--- config.mk ---
export PLATFORM = sky130hd
export DESIGN_NAME = swi_reader
export DESIGN_NICKNAME = d
export VERILOG_FILES = /design/src/rtl/swi_pkg.sv /design/src/rtl/swi_debounce_bit.sv /design/src/rtl/swi_reader.sv
export SDC_FILE = /design/constraint.sdc
export NUM_CORES = 1
export LEC_CHECK = 0
export CAP_MARGIN = 20
export CORE_MARGIN = 5
export CORE_UTILIZATION = 34
export DETAILED_ROUTE_END_ITERATION = 6
export PLACE_DENSITY = 0.55
export SLEW_MARGIN = 10
export SYNTH_ARGS = -nofsm -noshare
export SYNTH_HDL_FRONTEND = slang
export SYNTH_HIERARCHICAL = 1
export SYNTH_SLANG_ARGS = --single-unit
--- constraint.sdc ---
create_clock -name clk_2 -period 3.35 [get_ports clk_2]
set_input_delay 0.8375 -clock clk_2 [delete_from_list [all_inputs] [get_ports clk_2]]
set_output_delay 0.8375 -clock clk_2 [all_outputs]
set_load 0.005 [all_outputs]
--- src/rtl/swi_pkg.sv ---
// Shared constants and types for the slide-switch reader.
package swi_pkg;

  localparam int unsigned ACC_W       = 64;
  localparam int unsigned NIB_W       = 4;
  localparam int unsigned MAX_NIBBLES = 16;
  localparam int unsigned ACC_CNT_W   = 5;

  typedef logic [ACC_W-1:0] acc_t;

endpackage

--- src/rtl/swi_debounce_bit.sv ---
// One switch bit: two-flop synchroniser, persistence counter and
// registered rise/fall pulse generation.
module swi_debounce_bit #(
  parameter int unsigned DEBOUNCE_CYCLES = 4
) (
  input  logic clk_2,
  input  logic reset,
  input  logic raw,
  output logic stable,
  output logic rise,
  output logic fall
);

  localparam int unsigned CNT_W = $clog2(DEBOUNCE_CYCLES) + 1;
  localparam logic [CNT_W-1:0] CNT_MAX = CNT_W'(DEBOUNCE_CYCLES - 1);

  logic             sync1_q, sync2_q;
  logic             stable_q, stable_d;
  logic             rise_q, rise_d;
  logic             fall_q, fall_d;
  logic [CNT_W-1:0] cnt_q, cnt_d;

  // Accept a new synchronised value only after it has persisted long enough;
  // any return to the held value restarts the count.
  always_comb begin
    stable_d = stable_q;
    cnt_d    = '0;
    rise_d   = 1'b0;
    fall_d   = 1'b0;
    if (sync2_q != stable_q) begin
      if (cnt_q == CNT_MAX) begin
        stable_d = sync2_q;
        rise_d   = sync2_q;
        fall_d   = ~sync2_q;
      end else begin
        cnt_d = cnt_q + CNT_W'(1);
      end
    end
  end

  // Synchroniser, counter and pulse registers.
  always_ff @(posedge clk_2 or posedge reset) begin
    if (reset) begin
      sync1_q  <= 1'b0;
      sync2_q  <= 1'b0;
      stable_q <= 1'b0;
      cnt_q    <= '0;
      rise_q   <= 1'b0;
      fall_q   <= 1'b0;
    end else begin
      sync1_q  <= raw;
      sync2_q  <= sync1_q;
      stable_q <= stable_d;
      cnt_q    <= cnt_d;
      rise_q   <= rise_d;
      fall_q   <= fall_d;
    end
  end

  assign stable = stable_q;
  assign rise   = rise_q;
  assign fall   = fall_q;

endmodule

--- src/rtl/swi_reader.sv ---
// Slide-switch reader: per-bit debounce with edge pulses, plus a hex-entry
// accumulator driven by the ENTER and CLEAR switches.
module swi_reader
  import swi_pkg::*;
#(
  parameter int unsigned NBITS           = 8,
  parameter int unsigned DEBOUNCE_CYCLES = 4,
  parameter int unsigned ENTER_BIT       = 7,
  parameter int unsigned CLEAR_BIT       = 6
) (
  input  logic                 clk_2,
  input  logic                 reset,
  input  logic [NBITS-1:0]     SWI,
  output logic [NBITS-1:0]     swi_stable,
  output logic [NBITS-1:0]     swi_rise,
  output logic [NBITS-1:0]     swi_fall,
  output acc_t                 acc,
  output logic [ACC_CNT_W-1:0] acc_count,
  output logic                 acc_full,
  output logic                 acc_strobe
);

  localparam logic [ACC_CNT_W-1:0] CNT_FULL = ACC_CNT_W'(MAX_NIBBLES);

  for (genvar i = 0; i < NBITS; i++) begin : g_bit
    swi_debounce_bit #(
      .DEBOUNCE_CYCLES(DEBOUNCE_CYCLES)
    ) u_db (
      .clk_2 (clk_2),
      .reset (reset),
      .raw   (SWI[i]),
      .stable(swi_stable[i]),
      .rise  (swi_rise[i]),
      .fall  (swi_fall[i])
    );
  end

  acc_t                 acc_q, acc_d;
  logic [ACC_CNT_W-1:0] cnt_q, cnt_d;
  logic                 full_q, full_d;
  logic                 strobe_q, strobe_d;

  // CLEAR takes priority over ENTER; ENTER shifts in the debounced low nibble,
  // which already reflects a low-nibble change accepted alongside ENTER.
  always_comb begin
    acc_d    = acc_q;
    cnt_d    = cnt_q;
    strobe_d = 1'b0;
    if (swi_rise[CLEAR_BIT]) begin
      acc_d = '0;
      cnt_d = '0;
    end else if (swi_rise[ENTER_BIT]) begin
      acc_d    = {acc_q[ACC_W-NIB_W-1:0], swi_stable[NIB_W-1:0]};
      cnt_d    = (cnt_q == CNT_FULL) ? cnt_q : cnt_q + ACC_CNT_W'(1);
      strobe_d = 1'b1;
    end
    full_d = (cnt_d == CNT_FULL);
  end

  // Accumulator registers.
  always_ff @(posedge clk_2 or posedge reset) begin
    if (reset) begin
      acc_q    <= '0;
      cnt_q    <= '0;
      full_q   <= 1'b0;
      strobe_q <= 1'b0;
    end else begin
      acc_q    <= acc_d;
      cnt_q    <= cnt_d;
      full_q   <= full_d;
      strobe_q <= strobe_d;
    end
  end

  assign acc        = acc_q;
  assign acc_count  = cnt_q;
  assign acc_full   = full_q;
  assign acc_strobe = strobe_q;

endmodule

; ---- After elaboration in Yosys (flattened, before gate mapping)
; Cells that the tools add are included.
[classes]
add_sub_neg = 9
n_eq_ne = 18
n_mux = 55
bitwise = 8
n_reduce_logical = 9
[op_table]
columns = operator, count
row1 = $mux 64, 2
row2 = $mux 3, 16
row3 = $mux 1, 34
row4 = $add 3x1->3 const B, 8
row5 = $eq 3x2->1 const B, 8
row6 = $reduce_and 2->1, 8
row7 = $mux 5, 3
row8 = $eq 5x5->1 const B, 2
row9 = $ne 1x1->1, 8
row10 = $not 1->1, 8
row11 = $add 5x1->5 const B, 1
row12 = $reduce_bool 2->1, 1
[totals]
ff_bits = 135
inputBits = 10
out_inout_bits = 95
elab_cells = 151

; ---- Logic depth before layout (Yosys ltp)
[logic_depth]
depth_word = 5
mapped_depth = 6
mapped_depth_nobuf = 6

; ---- Modules after synthesis
; The synthesis kept the hierarchy.
[by_module_without_submodules]
columns = module, instances, cells_each, area_per_inst_um2, seq_area_each_um2
row1 = swi_reader, 1, 246, 2966.6, 1776.7
row2 = swi_debounce_bit, 8, 18, 289.0, 200.2

; ---- Least setup slack after synthesis
; No wires, ideal clock.
[synth_path]
path_type = register to register
from = reg cnt_q[0], in the netlist acc_count[0]
to = reg full_q, in the netlist acc_full
setup_time_ns = 0.120
t_arrival_ns = 1.278
required_time_ns = 3.230
slack_ns = 1.952
stages_incl_launch_ff = 6
n_path_buf = 0
period_less_slack_ns = 1.398
path_cell_list = dfrtp_1 > inv_1 > ha_1 > a41o_1 > a211o_1 > and4_1
[synth_between]
elab_chain_len = 5
[synth_lines]
columns = element, line_no
row1 = start: declaration, swi_reader.sv:39  ; logic [ACC_CNT_W-1:0] cnt_q, cnt_d;
row2 = start signal: assignment, swi_reader.sv:69  ; cnt_q <= cnt_d;
row3 = $add 5x1->5 or $eq 5x5->1 (tied branches), swi_reader.sv:54  ; cnt_d = (cnt_q == CNT_FULL) ? cnt_q : cnt_q + ACC_CNT_W'(1);
row4 = $mux 5, swi_reader.sv:54
row5 = $mux 5 (*), swi_reader.sv:52  ; end else if (swi_rise[ENTER_BIT]) begin
row6 = $mux 5 (*), swi_reader.sv:49  ; if (swi_rise[CLEAR_BIT]) begin
row7 = $eq 5x5->1 (*), swi_reader.sv:57  ; full_d = (cnt_d == CNT_FULL);
row8 = net full_d, swi_reader.sv:40  ; logic full_q, full_d;
row9 = end signal: assignment, swi_reader.sv:70  ; full_q <= full_d;
row10 = end: declaration, swi_reader.sv:40
; The timed path passes the listed nets; every way through them passes the cells marked *.
; A chain may end at the register's enable or synchronous reset.

; ---- Worst setup path in the final report
[layout_path]
from = reg cnt_q[2], in the netlist acc_count[2]
to = out acc_count[2]
[layout_lines]
columns = element, line_no
row1 = end: declaration, swi_reader.sv:18  ; output logic [ACC_CNT_W-1:0] acc_count,
; No word-level cell between the ends.

==> metrics <==
Worst-Margin Slew=just under 800 ps; clock tree from TritonCTS=yes; worst reg2reg setup slack=~1400 ps; Buffers on Ports=104; syn nets=between 400 and 500; kind of critical path=flip-flop to output port; layout cells sized above 1=0.1092; Fill cells=1360; drt first pass iters=4; P&R area growth vs syn=34.79%; vias post-DR=~3200; cts hold-fix bufs=0; nets@finish=520; I/O pins=between 100 and 150; Placed Instances=around 670; status=completed; initial antenna violation count=0; DIE AREA=between 15000 and 20000 µm²; CTS Sinks=between 100 and 150; Final Util=0.4681; Netlist cell types=28; Leakage=between 3 and 4 nW; Final Max Slew Viols=0; critical path data required time=between 2000 and 3000 ps; Non-Filler Instances=between 700 and 800; sequential power share=0.428; Root Driver=clkbuf_16; row count=45; DR iter-0 viols=between 200 and 250; Die Wd=around 130 µm; cell count along the critical path=1; clock group share of total power=0.407; Clock Latency Late Sink=about 410 ps; CP peak stage delay=roughly 570 ps; area of the multi-input gates=~1800 µm²; worst path bufs/invs=1; switching share of power=0.2509; P per Cell Area=between 600 and 700 nW/µm²; DRC Markers=0; crit start category=flip-flop; Routed wire per std cell=about 15 µm; syn avg cell area=~14 µm²; Yosys reg bits=about 140; Syn. warnings=6; setup TNS=0 ps; FF/Latch Area=3383 µm²; cell-by-cell trace of the critical path=clkdlybuf4s50_1; Crit. End Element=output port; number of CTS-inserted buffers=17; post-synthesis sequential area ratio=0.6400; synthesized cell area=approximately 5300 µm²; number of H-tree levels=4; vias in the first global route=~3400; largest fanout on the critical path=9; grt ovf=0; max-cap violations=0; via/cell ratio=roughly 4.6; net switching power=~1.2 mW; Starting Density=0.3472; Worst Hold End=g_bit[0].u_db/sync2_q; setup violators final=0; pin count of the biggest net entering global routing=72; Final Critical Period=2334 ps; clock transition at the registers of the reported paths=60 ps; cell family with most CP delay=buffers and inverters; final wirelength=10720 µm; worst r2r path cells=5; Post-CTS Setup Bufs=0; GRT Util Overall=0.1267; slew margin rel.=0.4748; Die Y=~130 µm; final worst-path cycle share=0.6966; WP data arrival=about 1500 ps; Final Hold Viols=0; Max rail drop VDD=~350 µV; core area=15200 µm²; HPWL Detailed=roughly 7200 µm; Resized cells post-CTS=0; CTS max path bufs=2; internal power=approximately 3.5 mW; fmax=about 430 MHz; Final Skew=slightly below 8 ps; Cells after Synth=390; logic gate share of total power=0.165; post-route ant nets=0; HP Start=g_bit[0].u_db/sync1_q; Critical R2R Launch=g_bit[7].u_db/rise; routability cong.=about 0.73; Worst path slowest cell=clkdlybuf4s50_1; worst min-delay path class=flip-flop to flip-flop; # diodes=0; hold depth=0; FF-to-FF End=acc_full; RSZ-0062 raised after global routing=no; first-pass GRT wire length=18130 µm
## per-layer routing
layer	wire, µm	track usage	vias to the layer above
met5	0	0	-
met2	4661	0.1768	77
met3	669	0.04993	10
met1	5268	0.1776	1591
met4	117	0.04751	0
li1	-	-	1538
## cell type report
class	instances	share of cell area
Sequential cell	135	0.4755
Multi-Input combinational cell	226	0.2460
Inverter	12	0.006330
Timing Repair Buffer	108	0.1523
Clock buffer	21	0.06612
Clock inverter	11	0.02075
Tap cell	188	0.03306
## placed cells by master (no fill, tap or decap), types with 4 or more instances in the layout
master,instances
dfrtp_1,133
clkdlybuf4s50_1,104
nor2_1,69
mux2i_1,66
nor3b_1,32
clkbuf_16,17
inv_1,11
xnor2_1,10
ha_1,10
nand2b_4,8
and3b_1,8
mux2_2,8
clkinv_4,4
## power groups by stage
stage / clock, mW / combinational, mW / sequential [mW]
after CTS: 1.96 / 0.800 / 2.02
after floorplan: 0 / 0.457 / 2.01
after global routing: 2.03 / 0.883 / 2.04
after global placement: 0 / 0.771 / 2.03
after detailed placement: 0 / 0.796 / 2.04
final: 1.91 / 0.776 / 2.01
## cell families (layout without fill, tap and decap cells)
group,Yosys count,after routing,synth area share
AOI/OAI and AO/OA,4,4,0.006875
xor gates and xnor gates,12,12,0.01991
adders and majority gates,10,10,0.02370
buffers and inverters,29,152,0.02844
DFF,135,135,0.6400
muxes,74,74,0.1422
and+or+nand+nor,126,126,0.1389
## stage by stage
| stage | hold WS [ps] | instance area (µm²) | total power, mW | setup slack, ps |
|---|---|---|---|---|
| floorplan | 331.2 | 5279 | 2.463 | 715.9 |
| global placement | 334.3 | 6497 | 2.799 | 1395 |
| detailed placement | 335.5 | 6497 | 2.840 | 1366 |
| CTS | 348.6 | 7116 | 4.779 | 982.2 |
| global route | 358.8 | 7116 | 4.962 | 919.6 |
| finish | 345.9 | 7116 | 4.699 | 1016 |
## cells in the mapped netlist, drive strengths merged
cell type,number,area [µm²]
mux2,8,90.09
nor2,70,265.3
a41o,1,10.01
nand3,1,5.000
mux2i,66,660.6
dfrtp,135,3378
nand4,2,12.51
nor2b,1,6.260
clkbuf,4,15.01
and4,1,8.760
xor2,2,17.52
nand2,2,10.01
and3b,8,70.07
o31ai,1,7.510
a21bo,1,10.01
nor3b,32,240.2
xnor2,10,87.58
nand2b,8,110.1
a211o,1,8.760
buf,13,90.09
inv,12,45.04
nor3,1,5.000
ha,10,125.1
## sequential cells by signal, indices dropped and copies added, names as in the netlist
name	count
acc_strobe	1
g_bit.u_db/rise	8
g_bit.u_db/cnt_q	24
g_bit.u_db/sync1_q	8
acc	64
g_bit.u_db/fall	8
g_bit.u_db/stable	8
acc_full	1
acc_count	5
g_bit.u_db/sync2_q	8
## worst max-delay path by stage
| stage | slack [ps] | end | start |
|---|---|---|---|
| finish | 1020 | acc_count[2] | acc_count[2] |
| global route | 920 | acc_count[2] | acc_count[2] |
| CTS | 980 | acc_count[2] | acc_count[2] |
| detailed placement | 1370 | acc_full | g_bit[7].u_db/rise |
| global placement | 1400 | acc[51] | reset |
| floorplan | 720 | acc[0] | reset |
No activity file was read; power rests on OpenSTA's default activity.
